===== src/rtl/weight_update_sequencer_pkg.sv =====
// Shared types for the weight update sequencer: FSM states, weight type, reset weight.
package wu_pkg;

  typedef enum logic [1:0] {IDLE, LOAD, UPDATE, DONE} wu_state_t;

  typedef logic signed [31:0] weight_t;

  localparam weight_t INIT_WEIGHT_DEFAULT = 32'h0000_0100;

endpackage


===== src/rtl/weight_update_sequencer_if.sv =====
// Link between the sequencer (master) and the combinational weight-update stage (slave).
interface weight_update_sequencer_if;
  import wu_pkg::*;

  weight_t wu_w;
  weight_t wu_bp;
  weight_t wu_tm;
  weight_t wu_td;
  weight_t wu_wn;

  modport master (output wu_w, wu_bp, wu_tm, wu_td, input wu_wn);
  modport slave  (input wu_w, wu_bp, wu_tm, wu_td, output wu_wn);

endinterface


===== src/rtl/weight_update_sequencer_bank.sv =====
// Weight register bank: one synchronous write port, two asynchronous read ports,
// synchronous reset of every entry to INIT_WEIGHT.
module weight_bank
  import wu_pkg::*;
#(
  parameter int      N_WEIGHTS   = 8,
  parameter int      IDX_W       = $clog2(N_WEIGHTS),
  parameter weight_t INIT_WEIGHT = INIT_WEIGHT_DEFAULT
) (
  input  logic             clk,
  input  logic             rst,
  input  logic             we,
  input  logic [IDX_W-1:0] waddr,
  input  weight_t          wdata,
  input  logic [IDX_W-1:0] raddr_a,
  output weight_t          rdata_a,
  input  logic [IDX_W-1:0] raddr_b,
  output weight_t          rdata_b
);

  weight_t mem [N_WEIGHTS];

  always_ff @(posedge clk) begin
    if (rst) begin
      for (int i = 0; i < N_WEIGHTS; i++) begin
        mem[i] <= INIT_WEIGHT;
      end
    end else if (we) begin
      mem[waddr] <= wdata;
    end
  end

  assign rdata_a = mem[raddr_a];
  assign rdata_b = mem[raddr_b];

endmodule


===== src/rtl/weight_update_sequencer.sv =====
// Runs one back-propagation pass over a neuron's weight bank through an external update stage.
// Optional build macro WU_CLAMP_EN: saturate written weights to [W_MIN, W_MAX] (signed).
module weight_update_sequencer
  import wu_pkg::*;
#(
  parameter int      N_WEIGHTS   = 8,
  parameter int      IDX_W       = $clog2(N_WEIGHTS),
  parameter weight_t INIT_WEIGHT = INIT_WEIGHT_DEFAULT,
  parameter weight_t W_MAX       = 32'h7FFF_FFFF,
  parameter weight_t W_MIN       = 32'h8000_0000
) (
  input  logic                       clk,
  input  logic                       rst,
  input  logic                       start,
  input  weight_t                    bp_in,
  input  weight_t                    tm_in,
  input  weight_t                    td_in,
  output logic                       busy,
  output logic                       done,
  output logic                       div_err,
  weight_update_sequencer_if.master  wu,
  input  logic [IDX_W-1:0]           rd_addr,
  output weight_t                    rd_data
);

  localparam logic [IDX_W-1:0] LAST_IDX = IDX_W'(N_WEIGHTS - 1);

  wu_state_t        state;
  logic [IDX_W-1:0] idx;
  weight_t          bp_q;
  weight_t          tm_q;
  weight_t          td_q;
  weight_t          wdata;
  weight_t          cur_w;
  logic             we;

  assign we       = (state == UPDATE);
  assign wu.wu_w  = cur_w;
  assign wu.wu_bp = bp_q;
  assign wu.wu_tm = tm_q;
  assign wu.wu_td = td_q;

`ifdef WU_CLAMP_EN
  always_comb begin
    wdata = wu.wu_wn;
    if (wu.wu_wn > W_MAX) begin
      wdata = W_MAX;
    end else if (wu.wu_wn < W_MIN) begin
      wdata = W_MIN;
    end
  end
`else
  assign wdata = wu.wu_wn;
`endif

  // Entering DONE and raising done share an edge, so done covers exactly the DONE cycle.
  always_ff @(posedge clk) begin
    if (rst) begin
      state   <= IDLE;
      idx     <= '0;
      busy    <= 1'b0;
      done    <= 1'b0;
      div_err <= 1'b0;
      bp_q    <= '0;
      tm_q    <= '0;
      td_q    <= '0;
    end else begin
      done <= 1'b0;
      unique case (state)
        IDLE: begin
          if (start) begin
            bp_q    <= bp_in;
            tm_q    <= tm_in;
            td_q    <= td_in;
            div_err <= 1'b0;
            busy    <= 1'b1;
            state   <= LOAD;
          end
        end
        LOAD: begin
          if (td_q == '0) begin
            div_err <= 1'b1;
            done    <= 1'b1;
            state   <= DONE;
          end else begin
            idx   <= '0;
            state <= UPDATE;
          end
        end
        UPDATE: begin
          if (idx == LAST_IDX) begin
            idx   <= '0;
            done  <= 1'b1;
            state <= DONE;
          end else begin
            idx <= idx + 1'b1;
          end
        end
        DONE: begin
          busy  <= 1'b0;
          state <= IDLE;
        end
        default: state <= IDLE;
      endcase
    end
  end

  weight_bank #(
    .N_WEIGHTS   (N_WEIGHTS),
    .IDX_W       (IDX_W),
    .INIT_WEIGHT (INIT_WEIGHT)
  ) u_bank (
    .clk     (clk),
    .rst     (rst),
    .we      (we),
    .waddr   (idx),
    .wdata   (wdata),
    .raddr_a (idx),
    .rdata_a (cur_w),
    .raddr_b (rd_addr),
    .rdata_b (rd_data)
  );

endmodule


===== src/flat_wrapper.sv =====
// flat-port wrapper written by rule: the top's interface ports become plain ports
module weight_update_sequencer_flat import wu_pkg::*;
#(
  parameter int      N_WEIGHTS   = 8,
  parameter int      IDX_W       = $clog2(N_WEIGHTS),
  parameter weight_t INIT_WEIGHT = INIT_WEIGHT_DEFAULT,
  parameter weight_t W_MAX       = 32'h7FFF_FFFF,
  parameter weight_t W_MIN       = 32'h8000_0000
)
  (clk, rst, start, bp_in, tm_in, td_in, busy, done, div_err, rd_addr, rd_data, wu_wu_w, wu_wu_bp, wu_wu_tm, wu_wu_td, wu_wu_wn);
  weight_update_sequencer_if wu_i ();
  input  logic clk;
  input  logic rst;
  input  logic start;
  input  weight_t bp_in;
  input  weight_t tm_in;
  input  weight_t td_in;
  output logic busy;
  output logic done;
  output logic div_err;
  input  logic [IDX_W-1:0] rd_addr;
  output weight_t rd_data;
  output wire logic [$bits(wu_i.wu_w)-1:0] wu_wu_w;
  output wire logic [$bits(wu_i.wu_bp)-1:0] wu_wu_bp;
  output wire logic [$bits(wu_i.wu_tm)-1:0] wu_wu_tm;
  output wire logic [$bits(wu_i.wu_td)-1:0] wu_wu_td;
  input wire logic [$bits(wu_i.wu_wn)-1:0] wu_wu_wn;
  assign wu_wu_w = wu_i.wu_w;
  assign wu_wu_bp = wu_i.wu_bp;
  assign wu_wu_tm = wu_i.wu_tm;
  assign wu_wu_td = wu_i.wu_td;
  assign wu_i.wu_wn = wu_wu_wn;
  weight_update_sequencer #(.N_WEIGHTS(N_WEIGHTS), .IDX_W(IDX_W), .INIT_WEIGHT(INIT_WEIGHT), .W_MAX(W_MAX), .W_MIN(W_MIN)) u_core (.clk(clk), .rst(rst), .start(start), .bp_in(bp_in), .tm_in(tm_in), .td_in(td_in), .busy(busy), .done(done), .div_err(div_err), .wu(wu_i), .rd_addr(rd_addr), .rd_data(rd_data));
endmodule

===== config.mk =====
export PLATFORM = sky130hd
export DESIGN_NAME = weight_update_sequencer_flat
export DESIGN_NICKNAME = d
export VERILOG_FILES = /design/src/rtl/weight_update_sequencer_pkg.sv /design/src/rtl/weight_update_sequencer_if.sv /design/src/rtl/weight_update_sequencer_bank.sv /design/src/rtl/weight_update_sequencer.sv /design/src/flat_wrapper.sv
export SDC_FILE = /design/constraint.sdc
export NUM_CORES = 1
export LEC_CHECK = 0
export ABC_AREA = 1
export BUFFER_PORTS_ARGS = -buffer_cell sky130_fd_sc_hd__buf_4
export CAP_MARGIN = 30
export CORE_ASPECT_RATIO = 0.8
export CORE_MARGIN = 2
export CORE_UTILIZATION = 30
export CTS_CLUSTER_DIAMETER = 50
export DETAILED_ROUTE_END_ITERATION = 7
export HOLD_SLACK_MARGIN = 0.12
export MAX_ROUTING_LAYER = met4
export PLACE_DENSITY = 0.55
export SLEW_MARGIN = 5
export SYNTH_ARGS = -nofsm -noshare
export SYNTH_HDL_FRONTEND = slang
export SYNTH_SLANG_ARGS = --single-unit

===== constraint.sdc =====
create_clock -name clk -period 3.95 [get_ports clk]
set_clock_uncertainty 0.15 [all_clocks]
set_input_delay 0.79 -clock clk [delete_from_list [all_inputs] [get_ports clk]]
set_output_delay 0.79 -clock clk [all_outputs]
set_load 0.03 [all_outputs]

==> qor.txt <==
Buffers on Ports: 296
Fillcell total: 5,866
Relative slew slack: 39.8%
Syn Nets: 2,149
GR Util All Layers: 18.7%
VDD IR max: 521 uV
Register Area: 9840 um^2
Seq cells post-synth: 363
Worst-path clk slew: 60 ps
Die area: 60,200 um^2
CP max stage cell: buf_4
Cell variety after synth: 25
Sequential power share: 38.6%
Arrival time worst endpoint: 2870 ps
Met2 usage: 30.8%
YS warnings: 0
Remaining antenna violation count: 0
Via Count: 15,100
Switching pwr: 4.22 mW
MaxCap Viol Count: 0
CTS H-tree lvls: 2
GR Util met3: 4.15%
Initial antenna violation count: 2
I/O pins: 297
Post-Syn Area per Cell: 8.70 um^2
Height of the die: 220 um
Largest net degree at the start of global routing: 161
CTS buffer count: 49
P&R area growth vs syn: 24.9%
Die Span X: 274 um
CP Class: reg -> out
Max frequency: 263 MHz
Worst slew pin tran: 903 ps
Clk pwr share: 34.1%
Top FF cell, synth: edfxtp_1
Fin Setup TNS: 0 ps
P per Cell Area: 562 nW/um^2
Critical path cell sequence: buf_12 -> buf_4 -> o21ai_0 -> o21ai_0 -> nor2_1 -> a31oi_1 -> buf_4
R2R Path Start: u_core.state[0]
Synthesized instance count: 2,009
Status: completed
1st-pass router iterations: 5
GR peak layer: met2
P_leak: 8.80 nW
# rows: 79
Delay-heaviest family, CP: buffers and inverters
Area occupied by multi-input gates: 6140 um^2
Hold crit path type: in -> reg
Sequential fraction of the synthesis area: 56.2%
Via/cell ratio: 4.93
Combinational fraction of design power: 27.3%
Post-synth EDFFs: 256
Clock tree buffer depth: 3
Fin crit share: 96.4%
Worst Hold Launch: rst
GRT overflow: 0
Count of final hold-check violations: 0
Max-slew violations: 0
Critical Path Source Type: flop
Layout cells sized above 1: 19.8%
Core Region: 57,900 um^2
Post-CTS repair timing setup buffer count: 0
Clock sinks: 363
WL final: 55,200 um
Nets: 2,384
Required time of the critical path: 3010 ps
CP Buf/Inv Count: 3
Post-synthesis async set-or-reset flop share: 0%
First-pass GRT wire length: 85,000 um
Critical-path maximum fanout: 160
Initial Util: 30.2%
Gates resized, CTS repair: 0
Final setup violation count: 0
GP Congestion: 0.808
Initial DRC count: 1,232
Via count of the first global-routing pass: 15,100
Routed length per instance: 18.1 um
Sw frac: 34.4%
M1 GR Usage: 23.1%
DP HPWL: 35,000 um
Post-CTS Hold Buffers: 0
Unrepaired setup endpoints after global routing: no
Min Tclk post-route: 3810 ps
Drt drc: 0
CTS tree: yes
Internal power: 8.05 mW
Total power: 12.3 mW
Netlist Area Pre-Place: 17,500 um^2
Crit end category: output pin
Worst-skew pair later-pin latency: 580 ps
Critical Path Max Stage Delay: 450 ps
Root Buffer: clkbuf_16
## layer usage
| metal | share of wire [%] | wire, um | up-vias |
|---|---|---|---|
| li1 | - | - | 7288 |
| met1 | 42 | 23300 | 7075 |
| met2 | 47 | 26200 | 611 |
| met3 | 8.3 | 4580 | 87 |
| met4 | 2.0 | 1110 | 0 |
| met5 | 0 | 0 | - |
## worst paths after layout
path,end,slack [ps],cells after the start
max,wu_wu_w[4],140,7
min,flop,270,2
max reg2reg,u_core.u_bank.mem[4][30],1140,11
min reg2reg,u_core.div_err,320,2
## placed cells by master (no fill, tap or decap), types with 2 or more instances in the layout
| master | instances |
|---|---|
| clkinvlp_4 | 3 |
| inv_2 | 15 |
| edfxtp_1 | 256 |
| dfxtp_4 | 2 |
| buf_12 | 17 |
| clkbuf_8 | 4 |
| nand2_1 | 96 |
| o21ai_0 | 265 |
| clkinv_1 | 4 |
| nand2_2 | 9 |
| clkbuf_1 | 7 |
| ha_1 | 6 |
| o21ai_1 | 91 |
| clkinv_4 | 6 |
| a31oi_1 | 64 |
| nor2_1 | 575 |
| nor2_2 | 9 |
| inv_1 | 148 |
| inv_6 | 5 |
| clkbuf_16 | 49 |
| clkinv_2 | 12 |
| nand3_1 | 10 |
| o211ai_1 | 64 |
| buf_4 | 317 |
| dfxtp_1 | 105 |
| a21oi_1 | 139 |
| a21oi_2 | 2 |
## final cells by class
cell class	instances	share of cell area [%]
antenna	1	0.0115
clock buffer	60	5.99
clock inverter	31	1.05
inverter	164	2.83
multi-input combinational	1331	28.1
sequential	363	45.1
tap	769	4.41
timing repair buffer	335	12.5
## logic make-up after synthesis
family	Yosys count	synth area share, %
buffers and inverters	315	8.78
AOI/OAI and AO/OA	625	19.3
and+or+nand+nor	700	15.2
DFF	363	56.2
adders and majority gates	6	0.429
## flip-flops by register name, indices dropped and copies added, names as in the netlist, named ones only
register,count
u_core.div_err,1
u_core.state,2
u_core.done,1
u_core.wu.wu_td,32
u_core.busy,1
u_core.wu.wu_tm,32
u_core.u_bank.mem,256
u_core.wu.wu_bp,32
u_core.idx,3
## synthesized netlist by cell type, types with 2 or more instances
master	number	area (um^2)
nor2_1	575	2160
o21ai_0	265	1330
edfxtp_1	256	7690
inv_1	149	559
a21oi_1	139	696
dfxtp_1	107	2140
nand2_1	105	394
o21ai_1	91	455
a31oi_1	64	400
o211ai_1	64	480
clkbuf_1	55	206
buf_2	44	220
buf_6	33	372
inv_2	13	48.8
nand3_1	10	50.1
buf_4	9	67.6
nor2_2	9	56.3
buf_1	6	22.5
ha_1	6	75.1
clkbuf_2	3	15.0
a21oi_2	2	17.5
## per-stage QoR
step | setup slack, ps | cells | utilization, % | hold WS, ps | area, um^2
finish | 143 | 3054 | 37.7 | 268 | 21800
global route | 93.4 | 3054 | 37.7 | 263 | 21800
CTS | 224 | 3053 | 37.7 | 242 | 21800
detailed placement | 545 | 2962 | 35.0 | 303 | 20300
global placement | 540 | 2962 | 35.0 | 299 | 20300
floorplan | 1010 | 2009 | - | 329 | 17500
## power groups by stage
stage / clock network [mW] / logic [mW] / registers [mW]
after floorplan: 0 / 1.67 / 5.26
after global placement: 0 / 3.35 / 4.79
after detailed placement: 0 / 3.39 / 4.80
after CTS: 4.28 / 3.40 / 4.73
after global routing: 4.44 / 3.68 / 4.78
final: 4.18 / 3.36 / 4.73
No activity file was read; power rests on OpenSTA's default activity.
